## config.mk

```make
export PLATFORM = sky130hd
export DESIGN_NAME = lc4_seq_muldiv
export DESIGN_NICKNAME = d
export VERILOG_FILES = /design/src/rtl/lc4_seq_muldiv.sv
export SDC_FILE = /design/constraint.sdc
export NUM_CORES = 1
export LEC_CHECK = 0
export CAP_MARGIN = 20
export CELL_PAD_IN_SITES_DETAIL_PLACEMENT = 1
export CELL_PAD_IN_SITES_GLOBAL_PLACEMENT = 2
export CORE_MARGIN = 1.5
export CORE_UTILIZATION = 38
export CTS_CLUSTER_DIAMETER = 40
export DETAILED_ROUTE_END_ITERATION = 8
export GPL_TIMING_DRIVEN = 0
export PLACE_DENSITY_LB_ADDON = 0.1
export SETUP_SLACK_MARGIN = 0.5
export SYNTH_ARGS = -nofsm -noshare
export SYNTH_HDL_FRONTEND = slang
export SYNTH_SLANG_ARGS = --single-unit
```

## constraint.sdc

```tcl
create_clock -name clk -period 7.2 [get_ports clk]
set_clock_uncertainty 0.05 [all_clocks]
set_input_delay 1.44 -clock clk [delete_from_list [all_inputs] [get_ports clk]]
set_output_delay 1.44 -clock clk [all_outputs]
set_load 0.02 [all_outputs]
```

## src/rtl/lc4_seq_muldiv.sv

```systemverilog
// ---------------------------------------------------------------------------
// lc4_seq_muldiv
//
// Multi-cycle unsigned multiply/divide unit that sits beside the LC4 ALU in
// the execute stage. It accepts one operation over a valid/ready handshake,
// iterates one bit per cycle, and holds the result until the consumer takes
// it. The pipeline stalls on o_ready/o_valid.
//
// Ports:
//   clk       clock
//   rst_n     synchronous active-low reset (acts regardless of gwe)
//   gwe       global write enable; when low nothing updates
//   i_valid   request valid
//   o_ready   unit can accept a request (state == IDLE)
//   i_op      00 MUL (low half), 01 DIV, 10 MOD, 11 MULHU (high half)
//   i_a       multiplicand / dividend
//   i_b       multiplier / divisor
//   i_flush   abort any in-flight or completed operation
//   o_valid   result valid (state == DONE)
//   i_ready   consumer takes the result
//   o_result  registered result
//
// Optional feature macro: LC4_MULDIV_EARLY_OUT_EN
//   When defined, MUL/MULHU finish as soon as the multiplier register
//   becomes zero (and immediately when i_b == 0).
// ---------------------------------------------------------------------------
module lc4_seq_muldiv #(
  parameter int WIDTH = 16
) (
  input  logic             clk,
  input  logic             rst_n,
  input  logic             gwe,
  input  logic             i_valid,
  output logic             o_ready,
  input  logic [1:0]       i_op,
  input  logic [WIDTH-1:0] i_a,
  input  logic [WIDTH-1:0] i_b,
  input  logic             i_flush,
  output logic             o_valid,
  input  logic             i_ready,
  output logic [WIDTH-1:0] o_result
);

  localparam int CNT_W = $clog2(WIDTH);

  localparam logic [1:0] OP_MUL   = 2'b00;
  localparam logic [1:0] OP_DIV   = 2'b01;
  localparam logic [1:0] OP_MOD   = 2'b10;
  localparam logic [1:0] OP_MULHU = 2'b11;

  typedef enum logic [1:0] {
    S_IDLE = 2'b00,
    S_BUSY = 2'b01,
    S_DONE = 2'b10
  } state_t;

  state_t               state_q, state_d;
  logic [CNT_W-1:0]     cnt_q, cnt_d;
  logic [1:0]           op_q, op_d;
  // opa: multiplicand (shifted left each MUL step) or divisor (low half).
  logic [2*WIDTH-1:0]   opa_q, opa_d;
  // opb: multiplier (shifted right) or dividend/quotient shift register.
  logic [WIDTH-1:0]     opb_q, opb_d;
  logic [2*WIDTH-1:0]   prod_q, prod_d;
  logic [WIDTH-1:0]     rem_q, rem_d;
  logic [WIDTH-1:0]     result_q, result_d;

  logic                 i_is_div;
  logic                 q_is_div;
  logic                 last_iter;
  logic                 done_now;
  logic [2*WIDTH-1:0]   mul_prod;
  logic [WIDTH:0]       rem_shift;
  logic                 div_ge;

  // Datapath helpers for a single iteration of either algorithm.
  assign i_is_div  = (i_op == OP_DIV) || (i_op == OP_MOD);
  assign q_is_div  = (op_q == OP_DIV) || (op_q == OP_MOD);
  assign last_iter = (cnt_q == CNT_W'(WIDTH - 1));
  assign mul_prod  = opb_q[0] ? (prod_q + opa_q) : prod_q;
  // Restoring division: the shifted partial remainder needs one extra bit
  // before the trial subtraction.
  assign rem_shift = {rem_q, opb_q[WIDTH-1]};
  assign div_ge    = (rem_shift >= {1'b0, opa_q[WIDTH-1:0]});

  // Next-state and datapath: registers hold unless a step below updates them.
  always_comb begin
    state_d  = state_q;
    cnt_d    = cnt_q;
    op_d     = op_q;
    opa_d    = opa_q;
    opb_d    = opb_q;
    prod_d   = prod_q;
    rem_d    = rem_q;
    result_d = result_q;
    done_now = 1'b0;

    case (state_q)
      S_IDLE: begin
        if (i_valid && !i_flush) begin
          op_d   = i_op;
          cnt_d  = '0;
          prod_d = '0;
          rem_d  = '0;
          if (i_is_div) begin
            opa_d = {{WIDTH{1'b0}}, i_b};
            opb_d = i_a;
          end else begin
            opa_d = {{WIDTH{1'b0}}, i_a};
            opb_d = i_b;
          end
          // Divide-by-zero returns 0 without iterating.
          if (i_is_div && (i_b == '0)) begin
            result_d = '0;
            state_d  = S_DONE;
          end
`ifdef LC4_MULDIV_EARLY_OUT_EN
          else if (!i_is_div && (i_b == '0)) begin
            result_d = '0;
            state_d  = S_DONE;
          end
`endif
          else begin
            state_d = S_BUSY;
          end
        end
      end

      S_BUSY: begin
        cnt_d = cnt_q + CNT_W'(1);
        if (q_is_div) begin
          // Fold the subtraction into WIDTH bits: when div_ge holds the
          // true difference is below the divisor, so it always fits.
          rem_d = div_ge ? (rem_shift[WIDTH-1:0] - opa_q[WIDTH-1:0])
                         : rem_shift[WIDTH-1:0];
          opb_d = {opb_q[WIDTH-2:0], div_ge};
        end else begin
          prod_d = mul_prod;
          opa_d  = opa_q << 1;
          opb_d  = opb_q >> 1;
        end

        done_now = last_iter;
`ifdef LC4_MULDIV_EARLY_OUT_EN
        if (!q_is_div && (opb_d == '0)) begin
          done_now = 1'b1;
        end
`endif

        if (done_now) begin
          state_d = S_DONE;
          case (op_q)
            OP_MUL:   result_d = mul_prod[WIDTH-1:0];
            OP_MULHU: result_d = mul_prod[2*WIDTH-1:WIDTH];
            OP_DIV:   result_d = opb_d;
            default:  result_d = rem_d;
          endcase
        end
      end

      S_DONE: begin
        if (i_ready) begin
          state_d = S_IDLE;
        end
      end

      default: state_d = S_IDLE;
    endcase

    // Flush outranks any handshake; reset outranks flush in the register.
    if (i_flush) begin
      state_d = S_IDLE;
    end
  end

  // State and datapath registers; gwe freezes everything except reset.
  always_ff @(posedge clk) begin
    if (!rst_n) begin
      state_q  <= S_IDLE;
      cnt_q    <= '0;
      op_q     <= '0;
      opa_q    <= '0;
      opb_q    <= '0;
      prod_q   <= '0;
      rem_q    <= '0;
      result_q <= '0;
    end else if (gwe) begin
      state_q  <= state_d;
      cnt_q    <= cnt_d;
      op_q     <= op_d;
      opa_q    <= opa_d;
      opb_q    <= opb_d;
      prod_q   <= prod_d;
      rem_q    <= rem_d;
      result_q <= result_d;
    end
  end

  assign o_ready  = (state_q == S_IDLE);
  assign o_valid  = (state_q == S_DONE);
  assign o_result = result_q;

endmodule

```

Word level (Yosys, flattened, before mapping)
Index checks and enable logic that the tools add are counted.
{"block": "totals", "register_bits": 120, "in_bits": 40, "output_inout_bits": 18, "word_cells": 70}
{"block": "op_classes", "addsub": 3, "reduce_logical": 14, "eq_ne": 15, "muxes": 29, "magnitude_cmp": 1}
{"cell": "$mux 16", "n": 10}
{"cell": "$mux 32", "n": 5}
{"cell": "$pmux 32 s2", "n": 2}
{"cell": "$pmux 16 s2", "n": 3}
{"cell": "$pmux 16 s3", "n": 1}
{"cell": "$add 32x32->32", "n": 1}
{"cell": "$ge 17x16->1", "n": 1}
{"cell": "$logic_not 16->1", "n": 1}
{"cell": "$sub 16x16->16", "n": 1}
{"cell": "$mux 2", "n": 5}
{"cell": "$eq 2x2->1 const B", "n": 4}
{"cell": "$pmux 4 s2", "n": 1}
{"cell": "$reduce_and 4->1", "n": 2}
{"cell": "$eq 2x1->1 const B", "n": 3}
{"cell": "$pmux 2 s3", "n": 1}
{"cell": "$reduce_and 3->1", "n": 2}
{"cell": "$reduce_and 5->1", "n": 1}
{"cell": "$add 4x1->4 const B", "n": 1}
{"cell": "$eq 4x4->1 const B", "n": 1}
{"cell": "$logic_not 2->1", "n": 2}
{"cell": "$mux 4", "n": 1}
{"cell": "$ne 2x1->1 const B", "n": 2}
{"cell": "$ne 2x2->1 const B", "n": 2}
{"cell": "$ne 3x1->1 const B", "n": 1}
{"cell": "other kinds (6)", "n": 8}

Logic depth before layout (Yosys ltp)
Gate-level depths: netlist of the first run.
{"block": "depth", "word_depth": 7, "mapped_depth": 13, "depth_no_buf": 13}

Worst setup path before layout of the first run
OpenSTA, ideal clock, no wires.
{"block": "synth_timing", "path_type": "input to register", "from": "input i_op[0]", "to": "register result_q[15] (netlist: o_result[15])", "path_stages": 8, "t_required_ns": 7.030, "arrival_ns": 3.080, "slack_ns": 3.950, "cell_sequence": "xor2_1 and3_1 a31oi_1 nand3b_1 and2_1 buf_6 a221o_1 o31a_1"}
{"block": "synth_between", "elab_chain_cells": 5, "elab_cells_between_ends": 6, "cone_classes": "3 x eq/ne; 3 x reduce/logical"}
{"element": "start, declared", "line_no": "35", "source": "input logic [1:0] i_op,"}
{"element": "$eq 2x1->1 or $eq 2x2->1 (tied branches)", "line_no": "77", "source": "assign i_is_div = (i_op == OP_DIV) || (i_op == OP_MOD);"}
{"element": "$logic_or 1x1->1 (*)", "line_no": "77"}
{"element": "$logic_and 1x1->1 (*)", "line_no": "113", "source": "if (i_is_div && (i_b == '0)) begin"}
{"element": "$ne 2x1->1 (no source line) (*)"}
{"element": "$reduce_and 5->1 (no source line) (*)"}
{"element": "end signal, assigned", "line_no": "195", "source": "result_q <= result_d;"}
{"element": "end, declared", "line_no": "66", "source": "logic [WIDTH-1:0] result_q, result_d;"}
Mark *: on every way between the ends. The rest lies on a longest branch, timed or not.
A chain may end at the register's enable or synchronous reset.

Final worst setup path of the first run
{"block": "layout_timing", "from": "input gwe", "to": "register prod_q[10]"}
{"block": "layout_between", "elab_chain_cells": 1}
{"element": "start, declared", "line_no": "32", "source": "input logic gwe,"}
{"element": "$reduce_and 4->1 (no source line)"}
{"element": "end signal, assigned", "line_no": "193", "source": "prod_q <= prod_d;"}
{"element": "end, declared", "line_no": "64", "source": "logic [2*WIDTH-1:0] prod_q, prod_d;"}
No other way between the ends.

==> results of run 1 <==
## registers in the layout (all words and copies together) (netlist names)
signal / count
rem_q: 16
op_q: 2
prod_q: 32
o_result: 16
state_q: 2
opa_q: 32
cnt_q: 4
opb_q: 16
## cell usage after synthesis (3+ instances only)
cell       number  area [sq um]
a221o_1         4          40.0
nand4_1         7          43.8
inv_1          35           131
xnor2_1        24           210
nor3_1         12          60.1
o31ai_1         5          37.5
clkbuf_1       56           210
a21o_1         23           173
nor2b_1         8          50.1
ha_1           52           651
o21ai_1         7          35.0
a21oi_1       116           581
a32oi_1         3          26.3
a2bb2oi_1       5          43.8
a22oi_1        46           345
nand3_1        18          90.1
a221oi_1       41           359
and3_1          7          43.8
a22o_1          7          61.3
and2_1          8          50.1
buf_1           4          15.0
nand3b_1        4          30.0
a211o_1         5          43.8
mux2i_1        30           300
o21a_1          4          30.0
nor4_1          4          25.0
o21ai_0        44           220
xor2_1         18           158
mux2_2         10           113
nand2b_1        8          50.1
a31oi_1        13          81.3
o221ai_1        7          61.3
o211ai_1        7          52.6
nand2_1       120           450
buf_2           4          20.0
o21bai_1        4          30.0
a211oi_1       13          97.6
dfxtp_1       120          2400
nor2_1        158           593
## worst paths after layout
| path | slack (ns) | end | cells past startpoint | startpoint |
|---|---|---|---|---|
| max | 2.87 | prod_q[10] | 9 | gwe |
| min | 0.42 | o_result[11] | 2 | o_result[11] |
| max reg2reg | 3.56 | o_result[2] | 11 | opa_q[10] |
| min reg2reg | 0.42 | o_result[11] | 2 | o_result[11] |
## worst max-delay path, delay by kind of cell
kind | cells | cell delay, ns
simple gates | 4 | 1.31
compound gates | 2 | 0.57
buf+inv | 3 | 1.30
## stage by stage
stage / cells / instance area [sq um]
finish: 1481 / 10000
CTS: 1481 / 10000
detailed placement: 1449 / 9440
floorplan: 1113 / 8530
global route: 1481 / 10000
global placement: 1449 / 9440
## logic make-up (layout without fill, tap and decap cells)
kind of cell,count (synthesis),in the layout,share of synthesized area
buffers and inverters,105,193,0.0508
adders and majority gates,54,54,0.0810
muxes,40,40,0.0484
xor gates and xnor gates,42,42,0.0431
and+or+nand+nor,370,370,0.192
DFF,120,120,0.282
AOI/OAI and AO/OA,382,382,0.303
## metal layers
layer,global-route usage,vias up,routed length [microns]
met1,0.406,4376,15700
met3,0.0400,48,1740
li1,-,4243,-
met5,0,-,0
met4,0.0870,0,812
met2,0.472,250,15800
## report_power, final
| part | internal, uW | leakage, uW | switching [uW] |
|---|---|---|---|
| Clock | 541 | 0.000282 | 333 |
| Combinational | 111 | 0.00266 | 183 |
| Sequential | 672 | 0.000968 | 9.88 |
| Total | 1320 | 0.00391 | 526 |
## area by class of cell
| cell class | count | area, sq um | share of cell area |
|---|---|---|---|
| well taps | 280 | 350 | 0.0349 |
| inverters | 35 | 131 | 0.0131 |
| repair buffers | 56 | 561 | 0.0559 |
| clock buffers | 19 | 433 | 0.0432 |
| plain buffers | 70 | 302 | 0.0301 |
| clock inverters | 13 | 155 | 0.0155 |
| multi-input cells | 888 | 5690 | 0.568 |
| flip-flops and latches | 120 | 2400 | 0.240 |
==> results.cfg, run 1 <==
[finish]
synthToLayoutAreaGrowth_pct = 17.6
drive_gt1_frac = 0.0541
finish.utilization = 0.458
layout_commonest_cell = nor2_1
final_nets = 1282
final_cell_mix = 158 x nor2_1, 120 x nand2_1, 120 x dfxtp_1, 116 x a21oi_1, 58 x clkbuf_1
fillCellCount = 2768
n_antenna_cell = 0

[sta]
setup_tns_ns = 0
worst_hold_slack_ns = 0.415
slew_headroom = 0.343
rsz0062_at_grt = false
fin_ws_ns = 2.87
finalCriticalPeriod_ns = 4.33
hold_viol = 0
final_max_slew_viol_count = 0
max_freq_mhz = 231
finalSetupViolations = 0
timing.final.crit_share = 0.601
worst_pin_slew_ns = 0.979

[placement]
pre_cts_ws_ns = 2.60
gp_congestion = 0.896
io_buffers = 56
hpwl_mm = 27.0

[run_status]
status = completed

[cts]
clkTransAtPathRegs_ns = 0.06
clockBufferDepth = 2
cts_tree = done
htreeDepth = 4
cts_buffers = 17
hold_buffers = 0
cts_sinks = 120
post_cts_buffers = 0
cts-root-buf = clkbuf_16
cts-resized-gates = 0
clock_latency_ns = 0.43

[yosys]
yosysWarnings = 0
synth_flop_cell = dfxtp_1
synth-edff-count = 0
synth_area_sq_um = 8530
syn_nets = 1207
seq_area_frac_synth = 0.282
netlist-cell-type-count = 78
synth-seq-cells = 120
async_flop_share = 0
syn-instance-count = 1113
syn_avg_cell_area_sq_um = 7.66

[routing]
wl_per_cell_microns = 23.0
via_per_inst = 6.02
drt-initial-drc-count = 735
first_pass_iters = 7
ant_nets = 0
vias = 8917
drt_wl_total_mm = 34.1
drc_errors = 0

[power_and_ir_drop]
p_per_area_nw_per_um2 = 184
p_leak_uw = 0.00391
total_power_uw = 1850
vdd_drop_max_uv = 110

[global_route]
grt_pass1_vias = 8820
grt_max_degree = 17
grtUsageTotal = 0.293
grt_pass1_wl_mm = 52.6
antenna_found_initial = 0
grt_overflow = 0

[floorplanning]
die_area_sq_um = 23400
core_area_sq_um = 21900
num_rows = 54
io_pins = 58
initial_core_util = 0.390
chipHeight_microns = 153
die_x_microns = 153

[worst_setup_path]
cp_data_required_time_ns = 7.50
slowest_delay_ns = 0.79
worstPathCellList = clkdlybuf4s50_1 -> nor2b_1 -> clkbuf_1 -> nand2_1 -> nor2_1 -> a21o_1 -> clkbuf_1 -> a22oi_1 -> nor2_1
start_kind = input pin
cp_max_fo = 10
slowest_stage = nor2_1
crit_arrival_ns = 4.63
end_kind = flop
worstSetupPathType = in -> reg

[run]
maxCapViolations = 0

[worst_hold_path]
hold_path.class = reg -> reg
Power figures use the tool's default switching activity.
==> inputs of run 2 (changes only) <==
- CORE_UTILIZATION: 38 -> 32
- clock period: 7.2 -> 3.6 ns (I/O delays scaled with it)
==> run 2 against run 1 <==
  * The run now ends with DRC left
  * Combinational power rose to 2.6 times the previous value
  * Via count up 1.8%
  * Total power up 110%
  * Design area up 9.6%
  * Critical path depth up 1
  * Worst hold slack better by 0.0076 ns
  * Core utilization down 3.8 points
  * Setup slack worse by 2.4 ns
  * Clock-buffer cell count down 2
  * Critical endpoint is now o_result[13]
==> results.cfg, run 2 (synthesized netlist as in run 1, its figures left out) <==
[finish]
final_nets = 1313
multiInputGateArea_sq_um = 6240
seq_area_sq_um = 2440
largestRegisters = opa_q (32), prod_q (32)
layout_commonest_cell = nor2_1
final_cell_mix = 155 x nor2_1, 120 x nand2_1, 109 x a21oi_1, 99 x dfxtp_1, 56 x clkdlybuf4s50_1
drive_gt1_frac = 0.168
design_area_sq_um = 11000
synthToLayoutAreaGrowth_pct = 28.8
fillCellCount = 3152

[run_status]
status = complete, but fails checks
violations = DRC

[power_and_ir_drop]
p_leak_uw = 0.00419
p_comb_frac = 0.194
vdd_drop_max_uv = 284
p_per_area_nw_per_um2 = 353
swShare = 0.302
pwr-share-clk = 0.454
pwr-share-seq = 0.352
p_int_uw = 2700
switchingPower_uw = 1170

[sta]
final_max_slew_viol_count = 0
hold_viol = 0
slew_headroom = 0.377
rsz0062_at_grt = true
setup_tns_ns = 0
finalSetupViolations = 0
timing.final.crit_share = 0.862
worst_hold_slack_ns = 0.423
max_freq_mhz = 322
fin_ws_ns = 0.497
worst_pin_slew_ns = 0.934
finalCriticalPeriod_ns = 3.10

[worst_setup_path]
regToRegSetupSlack_ns = 0.50
worstPathCellList = ha_4 -> o211ai_1 -> o21ai_2 -> o311a_1 -> or3_4 -> o21ai_4 -> a31oi_4 -> xor2_4 -> a221o_1 -> a22o_1
cp_data_required_time_ns = 3.87
worstSetupPathType = reg -> reg
slowest_delay_ns = 0.42
rr_worst_depth = 10
slowest_stage = or3_4
rr_endpoint = o_result[13]
cp_max_fo = 5
crit_arrival_ns = 3.38
r2r-start = opa_q[2]
end_kind = flop
start_kind = flop
path_delay_family = compound AO/OA/AOI/OAI gates
critical_path_buf_inv_count = 0

[routing]
ant_nets = 0
via_per_inst = 5.79
wl_met1_mm = 17.1
drc_errors = 10
drt-initial-drc-count = 605
met2_wirelength_mm = 17.2
wl_per_cell_microns = 23.4
top_layer_used = met4
drt_wl_total_mm = 36.7
first_pass_iters = 7
dr_wl_met3_mm = 1.88
vias = 9074

[floorplanning]
core_area_sq_um = 26100
chipHeight_microns = 166
io_pins = 58
die_area_sq_um = 27600
num_rows = 59
die_x_microns = 166
initial_core_util = 0.326

[placement]
pre_cts_ws_ns = -0.328
post_dp_cell_area_sq_um = 9510
io_buffers = 56
gp_congestion = 0.897
hpwl_mm = 28.5

[cts]
clockBufferDepth = 2
hold_buffers = 0
cts_sinks = 120
cts_buffers = 17
clock_latency_ns = 0.44
htreeDepth = 4
cts_tree = done
clkTransAtPathRegs_ns = 0.06
cts-root-buf = clkbuf_16

[global_route]
grt_pass1_wl_mm = 54.2
grtUsageTotal = 0.259
grt_pass1_vias = 8964
grt_overflow = 0
grt_max_degree = 17
antenna_found_initial = 1

[run]
maxCapViolations = 0

[worst_hold_path]
hp-start = o_result[1]
hold_path_end = o_result[1]
hold_path.class = reg -> reg
whs_path_depth = 2
## run 2: cell count changes in the layout (fill, tap and decap cells not counted), moves of 7 or more
cell	delta
a21oi_1	-7
buf_4	+29
clkbuf_1	-12
clkbuf_2	+11
dfxtp_1	-21
dfxtp_2	+15
ha_1	-19
ha_4	+13
inv_1	-8
mux2i_1	-10
o21ai_0	-11
## run 2: worst max-delay path by stage
| stage | start | depth (start not counted) | endpoint |
|---|---|---|---|
| 3_5_place_dp | gwe | 9 | prod_q[25] |
| 5_1_grt | opa_q[0] | 12 | o_result[14] |
| 6_report | opa_q[2] | 10 | o_result[13] |
| 4_1_cts | opa_q[4] | 10 | o_result[13] |
| 2_1_floorplan | opa_q[0] | 11 | prod_q[28] |
| 3_3_place_gp | gwe | 9 | prod_q[25] |
## run 2: final cells by class
class / count / area share
Antenna cell: 1 / 0.000228
Timing Repair Buffer: 87 / 0.0748
Buffer: 70 / 0.0298
Clock buffer: 17 / 0.0387
Tap cell: 335 / 0.0382
Multi-Input combinational cell: 888 / 0.568
Sequential cell: 120 / 0.222
Inverter: 35 / 0.0126
Clock inverter: 15 / 0.0153
## run 2: timing repair
| action | CTS | global route |
|---|---|---|
| setup endpoints to repair | 60 | 64 |
| resized for setup | 97 | 66 |
| gates cloned | 1 | 0 |
| pin swaps | 19 | 38 |
| buffers inserted | 14 | 16 |
## run 2: power by group through the flow
stage	logic (uW)	registers [uW]	clock network [uW]
detailed placement	589	1390	0
global route	804	1360	1840
finish	753	1360	1760
CTS	694	1360	1780
floorplan	381	1380	0
global placement	586	1390	0
## run 2: metal layers
layer	up-vias	global-route usage
met5	-	0
met4	0	0.0715
met3	28	0.0486
met2	198	0.424
met1	4539	0.350
li1	4309	-
## run 2: stage by stage
| step | cells | power, uW | util |
|---|---|---|---|
| after floorplan | 1113 | 1760 | - |
| after global placement | 1504 | 1980 | 0.364 |
| after detailed placement | 1504 | 1980 | 0.364 |
| after CTS | 1551 | 3840 | 0.405 |
| after global routing | 1568 | 4010 | 0.420 |
| final | 1568 | 3880 | 0.420 |
## run 2: worst min-delay path: stages (launching register included)
cell and delay [ns]:
dfxtp_1 0.32, nand2_1 0.06, o21ai_1 0.05
==> inputs of run 3 (changes only) <==
- CAP_MARGIN: 20 -> 40
==> run 3 against run 2 <==
  * The flow still finishes with violations (DRC)
  * Largest cell class unchanged
  * Clock-buffer cell count stayed put
  * Via count is 1.5% lower
  * Critical path depth stayed put
  * Global-route usage is 0.16 points higher
  * Critical endpoint unchanged
  * Clock power is 3% lower
==> results.cfg, run 3 (synthesized netlist as in run 1, its figures left out) <==
[floorplanning]
die_x_microns = 166
num_rows = 59
io_pins = 58
core_area_sq_um = 26100
initial_core_util = 0.326
chipHeight_microns = 166
die_area_sq_um = 27600

[worst_setup_path]
slowest_delay_ns = 0.42
cp_data_required_time_ns = 3.87
cp_max_fo = 4
start_kind = flop
worstPathCellList = ha_4 -> a211oi_2 -> o21ai_2 -> o311a_1 -> or3_4 -> o21ai_4 -> a31oi_1 -> xor2_1 -> a221o_1 -> a22o_1
crit_arrival_ns = 3.37
slowest_stage = or3_4
critical_path_buf_inv_count = 0
path_delay_family = compound AO/OA/AOI/OAI gates
worstSetupPathType = reg -> reg
end_kind = flop

[worst_hold_path]
hold_path.class = reg -> reg

[placement]
pre_cts_ws_ns = -0.0680
io_buffers = 56
hpwl_mm = 28.5
gp_congestion = 0.897

[power_and_ir_drop]
p_int_uw = 2610
vdd_drop_max_uv = 298
p_comb_frac = 0.191
total_power_uw = 3780
pwr-share-seq = 0.360
swShare = 0.311
p_per_area_nw_per_um2 = 347
pwr-share-clk = 0.449
p_leak_uw = 0.00416
switchingPower_uw = 1170

[finish]
layout_commonest_cell = nor2_1
synthToLayoutAreaGrowth_pct = 27.7
final_nets = 1306
drive_gt1_frac = 0.165
final_cell_mix = 155 x nor2_1, 120 x nand2_1, 109 x a21oi_1, 101 x dfxtp_1, 54 x clkdlybuf4s50_1
fillCellCount = 3145
largestRegisters = opa_q (32), prod_q (32)

[sta]
timing.final.crit_share = 0.859
finalSetupViolations = 0
finalCriticalPeriod_ns = 3.09
worst_pin_slew_ns = 0.929
hold_viol = 0
rsz0062_at_grt = true
slew_headroom = 0.381
final_max_slew_viol_count = 0
max_freq_mhz = 323
fin_ws_ns = 0.507

[global_route]
grtUsageTotal = 0.261
grt_pass1_wl_mm = 54.8
grt_pass1_vias = 9018
grt_max_degree = 17
grt_overflow = 0
antenna_found_initial = 1

[cts]
cts_buffers = 17
clkTransAtPathRegs_ns = 0.06
cts-root-buf = clkbuf_16
cts_tree = done
htreeDepth = 4
clockBufferDepth = 2
hold_buffers = 0
cts_sinks = 120
clock_latency_ns = 0.43

[routing]
wl_per_cell_microns = 23.4
via_per_inst = 5.73
first_pass_iters = 7
drc_errors = 22
ant_nets = 0
drt_wl_total_mm = 36.5
drt-initial-drc-count = 586
vias = 8940

[run]
maxCapViolations = 0

[run_status]
violations = DRC
status = complete, but fails checks
[run 3: through the flow]
stage	hold WS (ns)	utilization	area, sq um	cells	setup TNS (ns)
CTS	0.430	0.404	10500	1552	0
global placement	0.408	0.364	9510	1504	-5.67
detailed placement	0.421	0.364	9520	1506	-0.115
global route	0.463	0.417	10900	1560	0
finish	0.426	0.417	10900	1561	0
floorplan	0.398	-	8530	1113	0
[run 3: cell type report]
class / count / area (sq um) / share of cell area
Multi-Input combinational cell: 889 / 6230 / 0.572
Sequential cell: 120 / 2450 / 0.225
Timing Repair Buffer: 79 / 753 / 0.0692
Clock buffer: 17 / 425 / 0.0391
Tap cell: 335 / 419 / 0.0385
Buffer: 70 / 332 / 0.0305
Clock inverter: 15 / 145 / 0.0133
Inverter: 35 / 138 / 0.0126
Antenna cell: 1 / 2.50 / 0.000230
[run 3: power groups by stage]
| stage | clock [uW] | combinational [uW] | sequential [uW] |
|---|---|---|---|
| after CTS | 1720 | 665 | 1360 |
| after detailed placement | 0 | 589 | 1390 |
| final | 1700 | 722 | 1360 |
| after floorplan | 0 | 381 | 1380 |
| after global routing | 1780 | 778 | 1360 |
| after global placement | 0 | 586 | 1390 |
[run 3: metal layers]
layer  vias to the layer above  wire (microns)  GRT usage
li1                       4300               -          -
met1                      4413           16600      0.343
met2                       184           16900      0.424
met5                         -              56     0.0157
met4                         2             787     0.0759
met3                        41            2060     0.0610
[run 3: worst min-delay path: cells and delay by family, from the launching register on]
family	cells	cell delay, ns
compound gates	1	0.05
simple gates	1	0.06
flops	1	0.32
[run 3: path summary, 6_finish.rpt]
path,endpoint,slack (ns),cells past startpoint,start
hold / removal,o_result[1],0.43,2,o_result[1]
setup / recovery,o_result[13],0.51,10,opa_q[0]
setup reg to reg,o_result[13],0.51,10,opa_q[0]
hold reg to reg,o_result[1],0.43,2,o_result[1]
[run 3: what timing repair did]
action | CTS | global route
gates cloned | 0 | 2
endpoints found under the setup margin | 58 | 72
gates resized for setup | 93 | 73
setup buffers | 14 | 6
endpoints found under the hold margin | 0 | 0
pin swaps | 22 | 38
==> RTL edit (flow settings as in run 3) <==
The 3 states of `state_t` get a one-hot encoding in 3 bits.
--- a/src/rtl/lc4_seq_muldiv.sv
+++ b/src/rtl/lc4_seq_muldiv.sv
@@ -50,6 +50,6 @@
 
-  typedef enum logic [1:0] {
-    S_IDLE = 2'b00,
-    S_BUSY = 2'b01,
-    S_DONE = 2'b10
+  typedef enum logic [2:0] {
+    S_IDLE = 3'b001,
+    S_BUSY = 3'b010,
+    S_DONE = 3'b100
   } state_t;
Function: no difference found for any inputs over 10 cycles, from zero or initial values and one cycle with rst_n low; not proved beyond that.
==> RTL edit against run 3 <==
Hold slack improved by 2.6 ps; total power rose by 11%; first-iteration DRC count increased by 16%; cell count grew 1.5%; setup slack better by 45 ps; area after synthesis is 4.1% higher; via count is 0.15% lower; sequential share of layout area shrank 0.40 points; final area increased by 1.6%; critical endpoint is now o_result[10]; sequential cell count up 1; fmax rose by 1.5%; wire length is 3.5% higher.
==> RTL edit: results (changes against run 3) <==
Parameter                              Value

Synthesis
  Asr flop ratio synth ... 0% (unchanged)
  Main flop type after synthesis ... dfxtp_1 (unchanged)
  Net count after synthesis ... 1206 (was 1207)
  Dominant cells by area after synthesis ... dfxtp_1 27%, ha_1 7.3%, nor2b_1 5.2% (was dfxtp_1 28%, ha_1 7.6%, nor2_1 7.0%)
  Most frequent cells after synthesis ... 121 x dfxtp_1, 95 x nand2_1, 89 x a21oi_1 (was 158 x nor2_1, 120 x dfxtp_1, 120 x nand2_1)
  Post-synthesis sequential area ratio ... 27.3% (was 28.2%)
  Cells after synthesis ... 1112 (was 1113)
  Count of cell types in the netlist ... 73 (was 78)

Cells and area
  Number of nets at the end of the flow ... 1293 (was 1306)
  Post-route insts no fill ... 1585 (was 1561)
  Proportion of layout cells with a drive suffix above 1 ... 13.2% (was 16.5%)

Place
  # placed instances ... 1541 (was 1506)
  Placed Instance Area ... 0.00992 mm² (was 0.00952 mm²)
  Post-placement setup slack ... -203 ps (was -68.0 ps)
  Count of port buffers added during placement ... 57 (was 56)
  Global placement routability congestion ... 0.878 (was 0.897)
  Post-DP HPWL ... 29800 µm (was 28500 µm)

Hold path
  Class of the worst hold path ... reg2reg (unchanged)

Drt
  Post-DR wirelength/cell ... 23.8 µm (was 23.4 µm)
  Number of vias after detailed routing ... 8927 (was 8940)
  Number of iterations in the first detailed-routing pass ... 5 (was 7)
  Number of DRC violations after detailed-routing iteration 0 ... 682 (was 586)

Global routing
  First-pass GRT wire length ... 56500 µm (was 54800 µm)
  Pin count of the biggest net entering global routing ... 17 (unchanged)
  Global routing usage summed across all routing layers ... 26.7% (was 26.1%)
  Antenna violations before repair ... 0 (was 1)

Worst setup path
  Slowest stage cell on the critical path ... dfxtp_1 (was or3_4)
  Arr. time, crit path ... 3330 ps (was 3370 ps)
  CP top delay family ... compound AO/OA/AOI/OAI gates (unchanged)
  Crit-path max cell delay ... 530 ps (was 420 ps)
  Crit Path Max Fanout ... 6 (was 4)

STA
  Actual slew at the worst max-slew pin ... 822 ps (was 929 ps)

Outcome
  Result of the run ... complete, no violations (was complete, but fails checks)

Clock tree
  Number of buffers created by CTS ... 17 (unchanged)
  CTS clock-pin slew for the worst setup and hold paths ... 60 ps (about the same)
  Latest clock arrival within the worst-skew pair ... 450 ps (was 430 ps)
  H-tree depth reported by CTS ... 4 (unchanged)

Power
  Leakage power total ... 4.06 nW (was 4.16 nW)
  Worst vdd ir ... 0.310 mV (was 0.298 mV)
-- RTL edit: changes by cell type after synthesis, moves of 9 or more --
cell	before	now
a211oi_1	13	24
mux2i_1	30	44
and2_1	8	33
a21oi_1	116	89
o21ai_0	44	65
a221oi_1	41	7
nor2b_1	8	74
nor2_1	158	66
nand2_1	120	95
mux2_2	10	19
-- RTL edit: worst paths after layout --
check / endpoint / slack [ps] / start / depth (start not counted)
worst max register to register: o_result[10] / 550 / opa_q[13] / 10
worst min register to register: o_result[12] / 430 / o_result[12] / 1
worst max-delay path: o_result[10] / 550 / opa_q[13] / 10
worst min-delay path: o_result[12] / 430 / o_result[12] / 1
-- RTL edit: kinds of logic (layout without fill, tap and decap cells) --
logic type / after synthesis / count (layout) / synth area share, %
mux: 63 / 63 / 7.37
buf+inv: 106 / 206 / 4.65
simple gates: 356 / 356 / 20.3
fa+ha+maj: 54 / 54 / 7.78
xor+xnor: 40 / 40 / 3.95
other cells: 0 / 1 / 0
flops: 121 / 121 / 27.3
compound gates: 372 / 372 / 28.7
-- RTL edit: through the flow --
step / total power, mW / hold WS (ps)
2_1_floorplan: 1.89 / 402
4_1_cts: 4.17 / 433
6_report: 4.19 / 428
3_5_place_dp: 2.18 / 423
3_3_place_gp: 2.18 / 413
5_1_grt: 4.35 / 444
-- RTL edit: final cells by class --
class,instances,area [µm²]
plain buffers,69,292
fillers,3259,16000
well taps,372,465
diodes,1,2.50
inverters,37,139
clock buffers,19,453
clock inverters,13,199
repair buffers,68,653
flip-flops and latches,121,2440
multi-input cells,885,6420
-- RTL edit: timing repair --
item / in CTS / in global routing
setup buffers: 5 / 6
pin swaps: 6 / 11
gates resized for setup: 53 / 61
setup endpoints to repair: 68 / 65
-- RTL edit: routing by layer --
layer / part of all wire [%] / track usage, % / routed length, µm / vias to the layer above
met5: 0 / 0 / 0 / -
met4: 2.1 / 8.16 / 811 / 0
met3: 3.8 / 3.66 / 1430 / 33
met2: 46 / 41.9 / 17200 / 186
met1: 48 / 37.6 / 18300 / 4415
li1: - / - / - / 4293
-- RTL edit: power by group --
| part | total [mW] | switching (mW) | leakage (nW) | internal, mW |
|---|---|---|---|---|
| sequential | 1.40 | 0.0357 | 0.983 | 1.36 |
| combinational | 0.835 | 0.494 | 2.76 | 0.340 |
| clock | 1.96 | 0.705 | 0.319 | 1.26 |
| total | 4.19 | 1.23 | 4.06 | 2.96 |
